==> src/rtl/regfile_wb_scheduler_if.sv <==
// Write-back scheduler bus: two write-back producers, the claim port, the hazard queries
// and the register-file write port.
interface regfile_wb_scheduler_if;
  logic        valid_a;
  logic [4:0]  reg_a;
  logic [63:0] data_a;
  logic        ready_a;
  logic        valid_b;
  logic [4:0]  reg_b;
  logic [63:0] data_b;
  logic        ready_b;
  logic        claim_valid;
  logic [4:0]  claim_reg;
  logic        claim_ready;
  logic [4:0]  query_a;
  logic [4:0]  query_b;
  logic        hazard_a;
  logic        hazard_b;
  logic [4:0]  rw;
  logic [63:0] bus_w;
  logic        reg_wr;

  modport master (
    output valid_a, reg_a, data_a, valid_b, reg_b, data_b,
    output claim_valid, claim_reg, query_a, query_b,
    input  ready_a, ready_b, claim_ready, hazard_a, hazard_b, rw, bus_w, reg_wr
  );

  modport slave (
    input  valid_a, reg_a, data_a, valid_b, reg_b, data_b,
    input  claim_valid, claim_reg, query_a, query_b,
    output ready_a, ready_b, claim_ready, hazard_a, hazard_b, rw, bus_w, reg_wr
  );
endinterface

==> src/rtl/regfile_wb_scheduler.sv <==
// Round-robin arbiter for the register-file write port with a pending-write scoreboard
// used by issue logic for destination claims and read-after-write hazard detection.
module regfile_wb_scheduler (
  input  logic                  clk_i,
  input  logic                  rst_i,
  regfile_wb_scheduler_if.slave wb
);
  localparam logic [4:0] ZeroReg = 5'd31;

  logic        last_a_q, last_a_d;  // 1: port A won the most recent transfer
  logic        reg_wr_q, reg_wr_d;
  logic [4:0]  rw_q, rw_d;
  logic [63:0] bus_w_q, bus_w_d;
  logic [31:0] busy_q, busy_d;

  logic        grant_a, grant_b, xfer, claim_fire;
  logic [4:0]  sel_reg;
  logic [63:0] sel_data;

  always_comb begin
    grant_a    = wb.valid_a && (!wb.valid_b || !last_a_q);
    grant_b    = wb.valid_b && !grant_a;
    xfer       = grant_a || grant_b;
    sel_reg    = grant_a ? wb.reg_a : wb.reg_b;
    sel_data   = grant_a ? wb.data_a : wb.data_b;
    claim_fire = wb.claim_valid && ((wb.claim_reg == ZeroReg) || !busy_q[wb.claim_reg]);
  end

  assign wb.ready_a     = grant_a;
  assign wb.ready_b     = grant_b;
  assign wb.claim_ready = claim_fire;
  assign wb.hazard_a    = busy_q[wb.query_a];
  assign wb.hazard_b    = busy_q[wb.query_b];
  assign wb.rw          = rw_q;
  assign wb.bus_w       = bus_w_q;
  assign wb.reg_wr      = reg_wr_q;

  always_comb begin
    last_a_d = xfer ? grant_a : last_a_q;
    reg_wr_d = xfer && (sel_reg != ZeroReg);
    rw_d     = xfer ? sel_reg : rw_q;
    bus_w_d  = xfer ? sel_data : bus_w_q;
    busy_d   = busy_q;
    // Clear before set so a same-cycle claim of the landing register wins.
    if (reg_wr_q) busy_d[rw_q] = 1'b0;
    if (claim_fire) busy_d[wb.claim_reg] = 1'b1;
    busy_d[ZeroReg] = 1'b0;
  end

  always_ff @(posedge clk_i) begin
    if (rst_i) begin
      last_a_q <= 1'b0;
      reg_wr_q <= 1'b0;
      rw_q     <= '0;
      bus_w_q  <= '0;
      busy_q   <= '0;
    end else begin
      last_a_q <= last_a_d;
      reg_wr_q <= reg_wr_d;
      rw_q     <= rw_d;
      bus_w_q  <= bus_w_d;
      busy_q   <= busy_d;
    end
  end
endmodule
==> src/flat_wrapper.sv <==
// flat-port wrapper written by rule: the top's interface ports become plain ports
module regfile_wb_scheduler_flat 
  (clk_i, rst_i, wb_valid_a, wb_reg_a, wb_data_a, wb_valid_b, wb_reg_b, wb_data_b, wb_claim_valid, wb_claim_reg, wb_query_a, wb_query_b, wb_ready_a, wb_ready_b, wb_claim_ready, wb_hazard_a, wb_hazard_b, wb_rw, wb_bus_w, wb_reg_wr);
  regfile_wb_scheduler_if wb_i ();
  input  logic clk_i;
  input  logic rst_i;
  input wire logic [$bits(wb_i.valid_a)-1:0] wb_valid_a;
  input wire logic [$bits(wb_i.reg_a)-1:0] wb_reg_a;
  input wire logic [$bits(wb_i.data_a)-1:0] wb_data_a;
  input wire logic [$bits(wb_i.valid_b)-1:0] wb_valid_b;
  input wire logic [$bits(wb_i.reg_b)-1:0] wb_reg_b;
  input wire logic [$bits(wb_i.data_b)-1:0] wb_data_b;
  input wire logic [$bits(wb_i.claim_valid)-1:0] wb_claim_valid;
  input wire logic [$bits(wb_i.claim_reg)-1:0] wb_claim_reg;
  input wire logic [$bits(wb_i.query_a)-1:0] wb_query_a;
  input wire logic [$bits(wb_i.query_b)-1:0] wb_query_b;
  output wire logic [$bits(wb_i.ready_a)-1:0] wb_ready_a;
  output wire logic [$bits(wb_i.ready_b)-1:0] wb_ready_b;
  output wire logic [$bits(wb_i.claim_ready)-1:0] wb_claim_ready;
  output wire logic [$bits(wb_i.hazard_a)-1:0] wb_hazard_a;
  output wire logic [$bits(wb_i.hazard_b)-1:0] wb_hazard_b;
  output wire logic [$bits(wb_i.rw)-1:0] wb_rw;
  output wire logic [$bits(wb_i.bus_w)-1:0] wb_bus_w;
  output wire logic [$bits(wb_i.reg_wr)-1:0] wb_reg_wr;
  assign wb_i.valid_a = wb_valid_a;
  assign wb_i.reg_a = wb_reg_a;
  assign wb_i.data_a = wb_data_a;
  assign wb_i.valid_b = wb_valid_b;
  assign wb_i.reg_b = wb_reg_b;
  assign wb_i.data_b = wb_data_b;
  assign wb_i.claim_valid = wb_claim_valid;
  assign wb_i.claim_reg = wb_claim_reg;
  assign wb_i.query_a = wb_query_a;
  assign wb_i.query_b = wb_query_b;
  assign wb_ready_a = wb_i.ready_a;
  assign wb_ready_b = wb_i.ready_b;
  assign wb_claim_ready = wb_i.claim_ready;
  assign wb_hazard_a = wb_i.hazard_a;
  assign wb_hazard_b = wb_i.hazard_b;
  assign wb_rw = wb_i.rw;
  assign wb_bus_w = wb_i.bus_w;
  assign wb_reg_wr = wb_i.reg_wr;
  regfile_wb_scheduler u_core (.clk_i(clk_i), .rst_i(rst_i), .wb(wb_i));
endmodule
==> config.mk <==
export PLATFORM = sky130hd
export DESIGN_NAME = regfile_wb_scheduler_flat
export DESIGN_NICKNAME = d
export VERILOG_FILES = /design/src/rtl/regfile_wb_scheduler_if.sv /design/src/rtl/regfile_wb_scheduler.sv /design/src/flat_wrapper.sv
export SDC_FILE = /design/constraint.sdc
export NUM_CORES = 1
export LEC_CHECK = 0
export CAP_MARGIN = 10
export CORE_MARGIN = 2
export CORE_UTILIZATION = 50
export CTS_CLUSTER_SIZE = 8
export DETAILED_ROUTE_END_ITERATION = 16
export DONT_BUFFER_PORTS = 1
export PLACE_DENSITY_LB_ADDON = 0.05
export REMOVE_ABC_BUFFERS = 1
export SLEW_MARGIN = 10
export SYNTH_ARGS = -nofsm -noshare
export SYNTH_HDL_FRONTEND = slang
export SYNTH_SLANG_ARGS = --single-unit
==> constraint.sdc <==
create_clock -name clk_i -period 2.5 [get_ports clk_i]
set_clock_uncertainty 0.1 [all_clocks]
set_input_delay 0.375 -clock clk_i [delete_from_list [all_inputs] [get_ports clk_i]]
set_output_delay 0.375 -clock clk_i [all_outputs]
set_load 0.05 [all_outputs]
* Word level (Yosys, flattened, before mapping)
Cells that the tools add are included.
** Word-level totals
- Bits in registers :: 102
- Output and inout bits :: 75
- Input port bits :: 158
** Operators by class
- Reduce and logical (&&, ||, !) cells :: 13
- Order comparisons :: 6
- Bitwise gates (word level) :: 3
- Equal/unequal tests :: 2
- Multiplexer cells :: 14
** Operator list (number)
- $mux W64 :: 1
- $mux W31 :: 2
- $and A31 B31 Y31 :: 1
- $not A31 Y31 :: 1
- $or A31 B31 Y31 :: 1
- $lt A5 B6 Y1 const B :: 4
- $bmux W1 S5 :: 3
- $demux W1 S5 :: 2
- $ge A5 B1 Y1 const B :: 2
- $logic_and A1 B1 Y1 :: 6
- $eq A5 B5 Y1 const B :: 1
- $mux W1 :: 5
- $mux W5 :: 1
- $ne A5 B5 Y1 const B :: 1
- $logic_not A1 Y1 :: 4
- $logic_or A1 B1 Y1 :: 3

* Logic depth before layout (Yosys ltp)
Gate-level depths: netlist of run 1.
- Depth in word-level cells :: 9
- Mapped depth :: 8
- Gate-level depth less buffers :: 5

* Worst setup path after synthesis of run 1
No wires, ideal clock.
- Kind :: input port to output port
- Start :: input port wb_claim_reg[0]
- End :: output port wb_claim_ready
- Arrival :: 2.479 ns
- Required time :: 2.025 ns
- Setup slack :: -0.454 ns
- Cell stages on the path :: 6
- Buffers on the path :: 2
- Path through :: buf_6 mux4_2 a32oi_4 o41ai_4 buf_6 nor4_2
** Between the ends
- Cells in the longest elaborated chain, start to end :: 5
- Elaborated cells on any way between the ends :: 6
- Those cells by class :: 1 x eq/ne; 2 x mux; 3 x reduce/logical
** RTL lines
- start: declaration :: line flat_wrapper.sv:14 : input wire logic [$bits(wb_i.claim_reg)-1:0] wb_claim_reg;
- $bmux W1 S5 :: line regfile_wb_scheduler.sv:26 : claim_fire = wb.claim_valid && ((wb.claim_reg == ZeroReg) || !busy_q[wb.claim_reg]);
- $mux W1 (implied by the code) :: line regfile_wb_scheduler.sv:26
- $logic_not A1 Y1 :: line regfile_wb_scheduler.sv:26
- $logic_or A1 B1 Y1 * :: line regfile_wb_scheduler.sv:26
- $logic_and A1 B1 Y1 * :: line regfile_wb_scheduler.sv:26
- end: declaration :: line flat_wrapper.sv:19 : output wire logic [$bits(wb_i.claim_ready)-1:0] wb_claim_ready;
Every way passes the cells marked *; elsewhere a longest branch is shown, timed or not. The select of a mux whose other input is x is not followed.

* Worst setup path in the final report of run 1
- Start :: register u_core.busy_q[7]
- End :: output port wb_hazard_a
** Between the ends
- Cells in the longest elaborated chain, start to end :: 2
** RTL lines
- start: declaration :: line regfile_wb_scheduler.sv:14 : logic [31:0] busy_q, busy_d;
- start signal: assignment :: line regfile_wb_scheduler.sv:62 : busy_q <= busy_d;
- $bmux W1 S5 :: line regfile_wb_scheduler.sv:32 : assign wb.hazard_a = busy_q[wb.query_a];
- $mux W1 (implied by the code) :: line regfile_wb_scheduler.sv:32
- end: declaration :: line flat_wrapper.sv:20 : output wire logic [$bits(wb_i.hazard_a)-1:0] wb_hazard_a;
No other way between the ends. The select of a mux whose other input is x is not followed.

==> flow_metrics.py, run 1 <==
metrics = {
    "logic_synthesis": {
        "syn-mean-instance-area_um2": 9.62,
        "synthesis.instances": 562,
        "mappedNetlistArea_mm2": 0.00540,
        "synthArstFlopShare_pct": 0,
        "count_of_flip_flops_with_a_built_in_enable_after_synthesis": 0,
        "top_area_cells_in_the_synthesized_netlist": "sky130_fd_sc_hd__dfxtp_1 (38%), sky130_fd_sc_hd__mux2i_1 (14%), sky130_fd_sc_hd__a211oi_1 (9.7%), sky130_fd_sc_hd__mux4_2 (9.2%), sky130_fd_sc_hd__nor2_1 (5.5%)",
        "yosysSeqAreaShare_pct": 37.8,
        "ys_warn_count": 0,
        "synth-seq-cells": 102,
        "netlist.area_leader.share_pct": 37.8,
        "synth_ff_type": "sky130_fd_sc_hd__dfxtp_1",
        "area_leader_netlist": "sky130_fd_sc_hd__dfxtp_1",
        "synth.distinct_cells": 37,
    },
    "clock_network": {
        "post_cts.repair.setup_buffers": 0,
        "clock-root-buffer": "sky130_fd_sc_hd__clkbuf_8",
        "clk-insertion-delay-late_ps": 370,
        "tritoncts_num_sinks": 102,
        "clk_path_buf_depth": 2,
        "tritoncts": "done",
        "cts_max_level": 3,
        "cts_buffers": 9,
        "worst_setup_hold_path_clk_slew_ps": 110,
    },
    "route": {
        "dr_total_vias": 4342,
        "wl_per_cell_um": 20.9,
        "vias_per_cell": 6.42,
        "drt_pre_antenna_iters": 6,
        "aggregate_routed_wire_length_um": 14100,
        "route.antenna.remaining_nets": 0,
        "post-route-drc-count": 0,
        "initialDrtViolationCount": 238,
    },
    "floorplanning": {
        "num_rows": 37,
        "fp.dieArea_mm2": 0.0117,
        "start_util_pct": 51.9,
        "coreArea_mm2": 0.0104,
        "die_width_um": 108,
        "die_height_um": 108,
        "ios": 233,
    },
    "critical_path": {
        "r2r.worst_path.cells": 5,
        "worst_stage_delay_on_the_critical_path_ps": 490,
        "cp_top_family": "multiplexers",
        "r2r_start": "u_core.busy_q[18]$_SDFF_PP0_",
        "cp-start-kind": "register",
        "criticalPathCategory": "register to output pin",
        "cpMostUsedCell": "sky130_fd_sc_hd__mux4_2",
        "rr_endpoint": "u_core.busy_q[30]$_SDFF_PP0_",
        "buffer_and_inverter_count_on_the_worst_path": 0,
        "worstPathArrival_ps": 2050,
        "cp-end-kind": "output pin",
        "ff_to_ff_setup_slack_ps": 520,
        "cp.required_ps": 2030,
        "timing.critical_path.cells": "mux4_2 -> mux4_2 -> mux2_4",
        "cpMaxStageDelayCell": "sky130_fd_sc_hd__mux4_2",
        "cp_max_fo": 4,
    },
    "min_path": {
        "hold_path_depth": 2,
        "min_to": "u_core.busy_q[21]$_SDFF_PP0_",
        "timing.hold.worst.class": "input pin to register",
        "hold_start": "wb_claim_reg[0]",
    },
    "timing": {
        "timing.final.max_slew_violations": 0,
        "worst_slew_margin_rel_pct": 58.8,
        "min_period_ps": 2530,
        "rsz0062_at_grt": "yes",
        "worst_pin_slew_ps": 616,
        "final-setup-viol-count": 1,
        "final-hold-violation-count": 0,
        "achievable_freq_mhz": 396,
        "finalWorstSetupSlack_ps": -26.0,
        "layout_worst_path_cycle_share_pct": 101,
    },
    "power_and_ir_drop": {
        "netSwitchingPower_mw": 1.26,
        "power_leakage_nw": 2.14,
        "power_per_cell_area_mw_per_mm2": 643,
        "power_frac_seq_pct": 57.6,
        "p_int_mw": 2.42,
        "power.share.combinational_pct": 12.2,
        "power.switching_fraction_pct": 34.3,
        "vdd.ir_drop.worst_mv": 0.315,
        "power.share.clock_pct": 30.2,
    },
    "place": {
        "post-dp-hpwl_um": 9790,
        "place_inst": 659,
        "place_congestion": 0.863,
        "buffer_ports.inserted": 0,
    },
    "final_layout": {
        "utilization_pct": 54.9,
        "final_common_cell": "sky130_fd_sc_hd__dfxtp_1",
        "antenna_cells": 0,
        "final_cell_count_without_fillers": 676,
        "fillers": 954,
        "design.final.nets": 693,
        "drive_gt1_share_pct": 14.6,
        "area_growth_pct": 5.88,
        "final_cell_mix": "sky130_fd_sc_hd__dfxtp_1 (87), sky130_fd_sc_hd__nor2_1 (79), sky130_fd_sc_hd__mux2i_1 (77)",
    },
    "run": {
        "timing.max_cap.violations": 0,
    },
    "status": {
        "status": "finished, violations left",
        "failed_checks": "setup timing",
    },
    "global_route": {
        "grt_max_degree": 141,
        "total_overflow_reported_by_the_global_router": 0,
        "via_count_of_the_first_global_routing_pass": 4113,
        "grt_use_total_pct": 24.1,
        "grt_pass1_wl_um": 21700,
        "initial_antenna_violation_count": 0,
    },
}
==> state kept, by name (all words and copies together), names as in the netlist <==
register,flops
u_core.wb.rw,5
u_core.wb.bus_w,64
u_core.wb.reg_wr,1
u_core.last_a_q,1
u_core.busy_q,31
==> metal layers <==
metal	track usage, %	up-vias	part of all wire [%]
met5	0	-	0
met4	8.97	0	1.9
met3	7.11	21	8.9
met2	38.6	219	49
met1	30.8	2051	40
li1	-	2051	-
==> cells in the mapped netlist (all sizes together) (3+ instances only) <==
| library cell | n |
|---|---|
| nand3b | 24 |
| nand2 | 29 |
| mux2 | 4 |
| mux2i | 77 |
| inv | 3 |
| nor2 | 79 |
| nor3b | 6 |
| a211oi | 70 |
| or3b | 3 |
| o21ai | 24 |
| nor2b | 16 |
| o31ai | 23 |
| buf | 20 |
| clkbuf | 29 |
| nand3 | 8 |
| mux4 | 22 |
| dfxtp | 102 |
==> power by group through the flow <==
stage          Combinational (mW)  Clock (mW)  Sequential (mW)
2_1_floorplan               0.325           0             2.16
3_3_place_gp                0.418           0             2.15
3_5_place_dp                0.429           0             2.15
4_1_cts                     0.451        1.16             2.12
5_1_grt                     0.495        1.22             2.13
6_report                    0.449        1.11             2.12
==> repair_timing <==
action,4_1_cts,5_1_grt
resized for setup,10,8
endpoints found under the setup margin,3,3
hold buffers,1,0
hold endpoints to repair,71,0
==> metrics by stage <==
step                area, um^2  TNS, ps  worst slack, ps  power, mW  hold WS, ps
finish                    5720    -26.0            -26.0       3.68         50.2
floorplan                 5180   -48360            -2500       2.48          347
global route              5720     -174            -67.0       3.85         35.4
CTS                       5710    -74.9            -38.9       3.72         35.1
detailed placement        5450        0              266       2.58          359
global placement          5450        0              291       2.57          354
==> cells by family (layout without fill, tap and decap cells) <==
family / count (synthesis) / in the layout / share of synthesized area (%)
mux: 103 / 103 / 24.3
buf+inv: 52 / 30 / 4.28
compound gates: 124 / 124 / 16.9
simple gates: 181 / 181 / 16.8
flops: 102 / 102 / 37.8
==> worst max-delay path by stage <==
stage	from	end	slack, ps	cells after the start
after floorplan	wb_valid_b	wb_ready_b	-2500	4
after global routing	u_core.busy_q[7]$_SDFF_PP0_	wb_hazard_a	-70	3
after detailed placement	wb_query_a[0]	wb_hazard_a	270	3
after global placement	wb_query_a[0]	wb_hazard_a	290	3
after CTS	u_core.busy_q[7]$_SDFF_PP0_	wb_hazard_a	-40	3
final	u_core.busy_q[7]$_SDFF_PP0_	wb_hazard_a	-30	3
==> worst register-to-register path, cell delays in order (launching register included) <==
cell and delay [ps]:
sky130_fd_sc_hd__dfxtp_2 350, sky130_fd_sc_hd__mux4_2 490, sky130_fd_sc_hd__a32oi_4 220, sky130_fd_sc_hd__o41ai_4 130, sky130_fd_sc_hd__buf_4 250, sky130_fd_sc_hd__o41ai_1 360
==> layout make-up <==
class	instances	area [um^2]	area share [%]
clock buffer	9	124	2.16
clock inverter	7	87.6	1.53
inverter	3	11.3	0.197
multi-input combinational	408	3150	55.1
sequential	102	2060	36.0
tap	136	170	2.97
timing repair buffer	11	115	2.01
(Power assumes the default switching activity.)
==> inputs of run 2 (changes only) <==
- SKIP_CTS_REPAIR_TIMING: unset -> 1
==> flow_metrics.py, run 2 (synthesized netlist as in run 1, its figures left out) <==
metrics = {
    "status": {
        "status": "finished, violations left",
        "failed_checks": "setup timing",
    },
    "final_layout": {
        "area_growth_pct": 6.02,
        "multi_input_comb_area_mm2": 0.00315,
        "post_route_design_area_mm2": 0.00573,
        "antenna_cells": 0,
        "final_cell_mix": "sky130_fd_sc_hd__dfxtp_1 (87), sky130_fd_sc_hd__nor2_1 (79), sky130_fd_sc_hd__mux2i_1 (77)",
        "utilization_pct": 55.0,
        "final_common_cell": "sky130_fd_sc_hd__dfxtp_1",
        "largest_reg_flops": 64,
        "fillers": 952,
        "final_cell_count_without_fillers": 677,
        "drive_gt1_share_pct": 14.8,
        "design.final.nets": 694,
        "layout.area.seq_mm2": 0.00206,
    },
    "min_path": {
        "timing.hold.worst.class": "input pin to register",
    },
    "timing": {
        "setup_tns_ps": -25.8,
        "final-hold-violation-count": 0,
        "rsz0062_at_grt": "yes",
        "achievable_freq_mhz": 396,
        "layout_worst_path_cycle_share_pct": 101,
        "worst_pin_slew_ps": 604,
        "worst_slew_margin_rel_pct": 59.6,
        "final-setup-viol-count": 1,
        "finalWorstSetupSlack_ps": -25.8,
        "min_period_ps": 2530,
        "worst_hold_slack_ps": 45.2,
        "timing.final.max_slew_violations": 0,
    },
    "global_route": {
        "gr-max-usage-layer": "met2",
        "grt_pass1_wl_um": 21600,
        "grt_max_degree": 141,
        "initial_antenna_violation_count": 0,
        "via_count_of_the_first_global_routing_pass": 4103,
        "global_route.usage.met2_pct": 38.3,
        "grt_use_met3_pct": 7.05,
        "grt_use_total_pct": 23.9,
        "grt_util_met1_pct": 30.7,
        "total_overflow_reported_by_the_global_router": 0,
    },
    "run": {
        "timing.max_cap.violations": 0,
    },
    "place": {
        "detailed_place.area_mm2": 0.00545,
        "buffer_ports.inserted": 0,
        "place_inst": 659,
        "dp_slack_ps": 266,
        "post-dp-hpwl_um": 9790,
        "place_congestion": 0.863,
    },
    "route": {
        "route.antenna.remaining_nets": 0,
        "vias_per_cell": 6.38,
        "dr_total_vias": 4318,
        "post-route-drc-count": 0,
        "aggregate_routed_wire_length_um": 14100,
        "initialDrtViolationCount": 256,
        "drt_pre_antenna_iters": 5,
        "wl_per_cell_um": 20.9,
    },
    "clock_network": {
        "worst_setup_hold_path_clk_slew_ps": 110,
        "cts_buffers": 9,
        "clock-root-buffer": "sky130_fd_sc_hd__clkbuf_8",
        "cts_max_level": 3,
        "tritoncts": "done",
        "clk-insertion-delay-late_ps": 370,
        "clk_path_buf_depth": 2,
        "tritoncts_num_sinks": 102,
    },
    "floorplanning": {
        "num_rows": 37,
        "fp.dieArea_mm2": 0.0117,
        "coreArea_mm2": 0.0104,
        "ios": 233,
        "die_width_um": 108,
        "start_util_pct": 51.9,
        "die_height_um": 108,
    },
    "power_and_ir_drop": {
        "vdd.ir_drop.worst_mv": 0.316,
        "post-layout-total-power_mw": 3.68,
        "power_leakage_nw": 2.14,
        "power_per_cell_area_mw_per_mm2": 642,
    },
    "critical_path": {
        "ff_to_ff_setup_slack_ps": 520,
        "cp_max_fo": 4,
        "worstPathArrival_ps": 2050,
        "cp.required_ps": 2030,
        "criticalPathCategory": "register to output pin",
        "cp-start-kind": "register",
        "cp-end-kind": "output pin",
    },
}
[run 2: cell types whose count changed in the layout (fill, tap and decap cells not counted), sizes merged]
| cell | before | now |
|---|---|---|
| buf | 11 | 12 |
[run 2: layer usage]
layer,share of wire (%),vias to the layer above,wire [um]
li1,-,2050,-
met1,40,2021,5610
met2,49,222,6870
met3,9.6,25,1360
met4,2.0,0,287
met5,0,-,0
[run 2: cell type report]
type | count | share of cell area (%)
flip-flops and latches | 102 | 36.0
inverters | 3 | 0.197
well taps | 136 | 2.97
multi-input cells | 408 | 55.0
clock buffers | 9 | 2.16
clock inverters | 7 | 1.53
repair buffers | 12 | 2.14
[run 2: power breakdown]
| part | switching (mW) | internal, mW | total (mW) |
|---|---|---|---|
| logic | 0.248 | 0.203 | 0.451 |
| clock network | 0.624 | 0.486 | 1.11 |
| registers | 0.388 | 1.73 | 2.12 |
[run 2: final timing paths]
path / to / start / depth (start not counted)
worst min register to register: u_core.busy_q[17]$_SDFF_PP0_ / u_core.busy_q[17]$_SDFF_PP0_ / 2
worst max-delay path: wb_hazard_a / u_core.busy_q[7]$_SDFF_PP0_ / 3
worst min-delay path: u_core.busy_q[21]$_SDFF_PP0_ / wb_claim_reg[0] / 2
worst max register to register: u_core.busy_q[30]$_SDFF_PP0_ / u_core.busy_q[19]$_SDFF_PP0_ / 5
[run 2: critical path: stages (launching register included)]
cell                      delay (ps)
sky130_fd_sc_hd__dfxtp_2         350
sky130_fd_sc_hd__mux4_2          480
sky130_fd_sc_hd__mux4_2          500
sky130_fd_sc_hd__mux2_4          360
==> inputs of run 3 (changes only) <==
- CORE_MARGIN: 2 -> 1
- PLACE_DENSITY_LB_ADDON: 0.05 -> unset
==> flow_metrics.py, run 3 (synthesized netlist as in run 1, its figures left out) <==
metrics = {
    "timing": {
        "worst_pin_slew_ps": 650,
        "timing.final.max_slew_violations": 0,
        "final-hold-violation-count": 0,
        "worst_hold_slack_ps": 49.8,
        "final-setup-viol-count": 3,
        "min_period_ps": 2530,
        "layout_worst_path_cycle_share_pct": 101,
        "rsz0062_at_grt": "yes",
        "setup_tns_ps": -40.8,
        "worst_slew_margin_rel_pct": 56.5,
        "achievable_freq_mhz": 396,
        "finalWorstSetupSlack_ps": -25.2,
    },
    "place": {
        "post-dp-hpwl_um": 9540,
        "dp_slack_ps": 277,
        "place_congestion": 0.919,
        "buffer_ports.inserted": 0,
    },
    "route": {
        "aggregate_routed_wire_length_um": 13900,
        "drt_pre_antenna_iters": 7,
        "post-route-drc-count": 0,
        "wl_per_cell_um": 20.5,
        "dr_total_vias": 4287,
        "vias_per_cell": 6.30,
        "route.antenna.remaining_nets": 0,
        "initialDrtViolationCount": 241,
    },
    "final_layout": {
        "multi_input_comb_area_mm2": 0.00315,
        "largest_reg_flops": 64,
        "layout.area.seq_mm2": 0.00206,
        "design.final.nets": 697,
        "fillers": 927,
        "final_common_cell": "sky130_fd_sc_hd__dfxtp_1",
        "drive_gt1_share_pct": 15.6,
        "antenna_cells": 0,
        "final_cell_mix": "sky130_fd_sc_hd__dfxtp_1 (84), sky130_fd_sc_hd__nor2_1 (79), sky130_fd_sc_hd__mux2i_1 (77)",
        "area_growth_pct": 6.23,
    },
    "critical_path": {
        "cpMostUsedCell": "sky130_fd_sc_hd__mux4_2",
        "worstPathArrival_ps": 2050,
        "criticalPathCategory": "register to output pin",
        "cp.required_ps": 2030,
        "worst_stage_delay_on_the_critical_path_ps": 500,
        "cp-start-kind": "register",
        "cp-end-kind": "output pin",
        "timing.critical_path.cells": "mux4_2 -> mux4_2 -> mux2_4",
        "cp_max_fo": 4,
        "cpMaxStageDelayCell": "sky130_fd_sc_hd__mux4_2",
    },
    "floorplanning": {
        "die_height_um": 106,
        "ios": 233,
        "start_util_pct": 51.9,
        "fp.dieArea_mm2": 0.0112,
        "coreArea_mm2": 0.0104,
        "die_width_um": 106,
        "num_rows": 37,
    },
    "global_route": {
        "grt_use_total_pct": 24.7,
        "total_overflow_reported_by_the_global_router": 0,
        "grt_max_degree": 141,
        "initial_antenna_violation_count": 0,
        "grt_pass1_wl_um": 21600,
        "via_count_of_the_first_global_routing_pass": 4126,
    },
    "clock_network": {
        "cts_buffers": 9,
        "clk_path_buf_depth": 2,
        "clk-insertion-delay-late_ps": 360,
        "worst_setup_hold_path_clk_slew_ps": 100,
        "cts_max_level": 3,
        "tritoncts_num_sinks": 102,
        "tritoncts": "done",
        "clock-root-buffer": "sky130_fd_sc_hd__clkbuf_8",
    },
    "power_and_ir_drop": {
        "vdd.ir_drop.worst_mv": 0.382,
        "power_per_cell_area_mw_per_mm2": 633,
        "power_leakage_nw": 2.15,
        "post-layout-total-power_mw": 3.63,
    },
    "run": {
        "timing.max_cap.violations": 0,
    },
    "min_path": {
        "timing.hold.worst.class": "input pin to register",
    },
    "status": {
        "failed_checks": "setup timing",
        "status": "finished, violations left",
    },
}
run 3: area by class of cell:
cell class	instances	share of cell area, %
Timing Repair Buffer	15	2.53
Sequential cell	102	36.0
Tap cell	136	2.96
Clock inverter	6	1.20
Inverter	3	0.196
Clock buffer	10	2.22
Multi-Input combinational cell	408	54.9
run 3: stage by stage:
stage | std cells | utilization (%) | area, um^2
after floorplan | 513 | - | 5180
final | 680 | 55.1 | 5740
after global placement | 661 | 52.5 | 5460
after global routing | 680 | 55.1 | 5740
after detailed placement | 661 | 52.5 | 5460
after CTS | 677 | 54.3 | 5660
run 3: metal layers:
metal,track usage (%),part of all wire [%],up-vias
met5,0,0,-
met4,9.23,2.0,0
met3,6.19,8.9,16
met2,39.9,47,199
met1,32.0,42,2023
li1,-,-,2049
run 3: worst paths after layout:
path | startpoint | end | slack (ps) | cells after the start
worst max-delay path | u_core.busy_q[7]$_SDFF_PP0_ | wb_hazard_a | -30 | 3
worst min-delay path | wb_valid_a | u_core.last_a_q$_SDFFE_PP0P_ | 50 | 2
worst max register to register | u_core.busy_q[19]$_SDFF_PP0_ | u_core.busy_q[30]$_SDFF_PP0_ | 450 | 5
worst min register to register | u_core.busy_q[2]$_SDFF_PP0_ | u_core.busy_q[2]$_SDFF_PP0_ | 410 | 2
run 3: critical path, delay by kind of cell (launching register included):
| family | cells | cell delay [ps] |
|---|---|---|
| flops | 1 | 350 |
| mux | 3 | 1330 |
run 3: power breakdown:
part	total [mW]	switching (mW)	internal, mW
clock	1.06	0.585	0.471
sequential	2.11	0.384	1.73
combinational	0.464	0.257	0.207
total	3.63	1.23	2.41
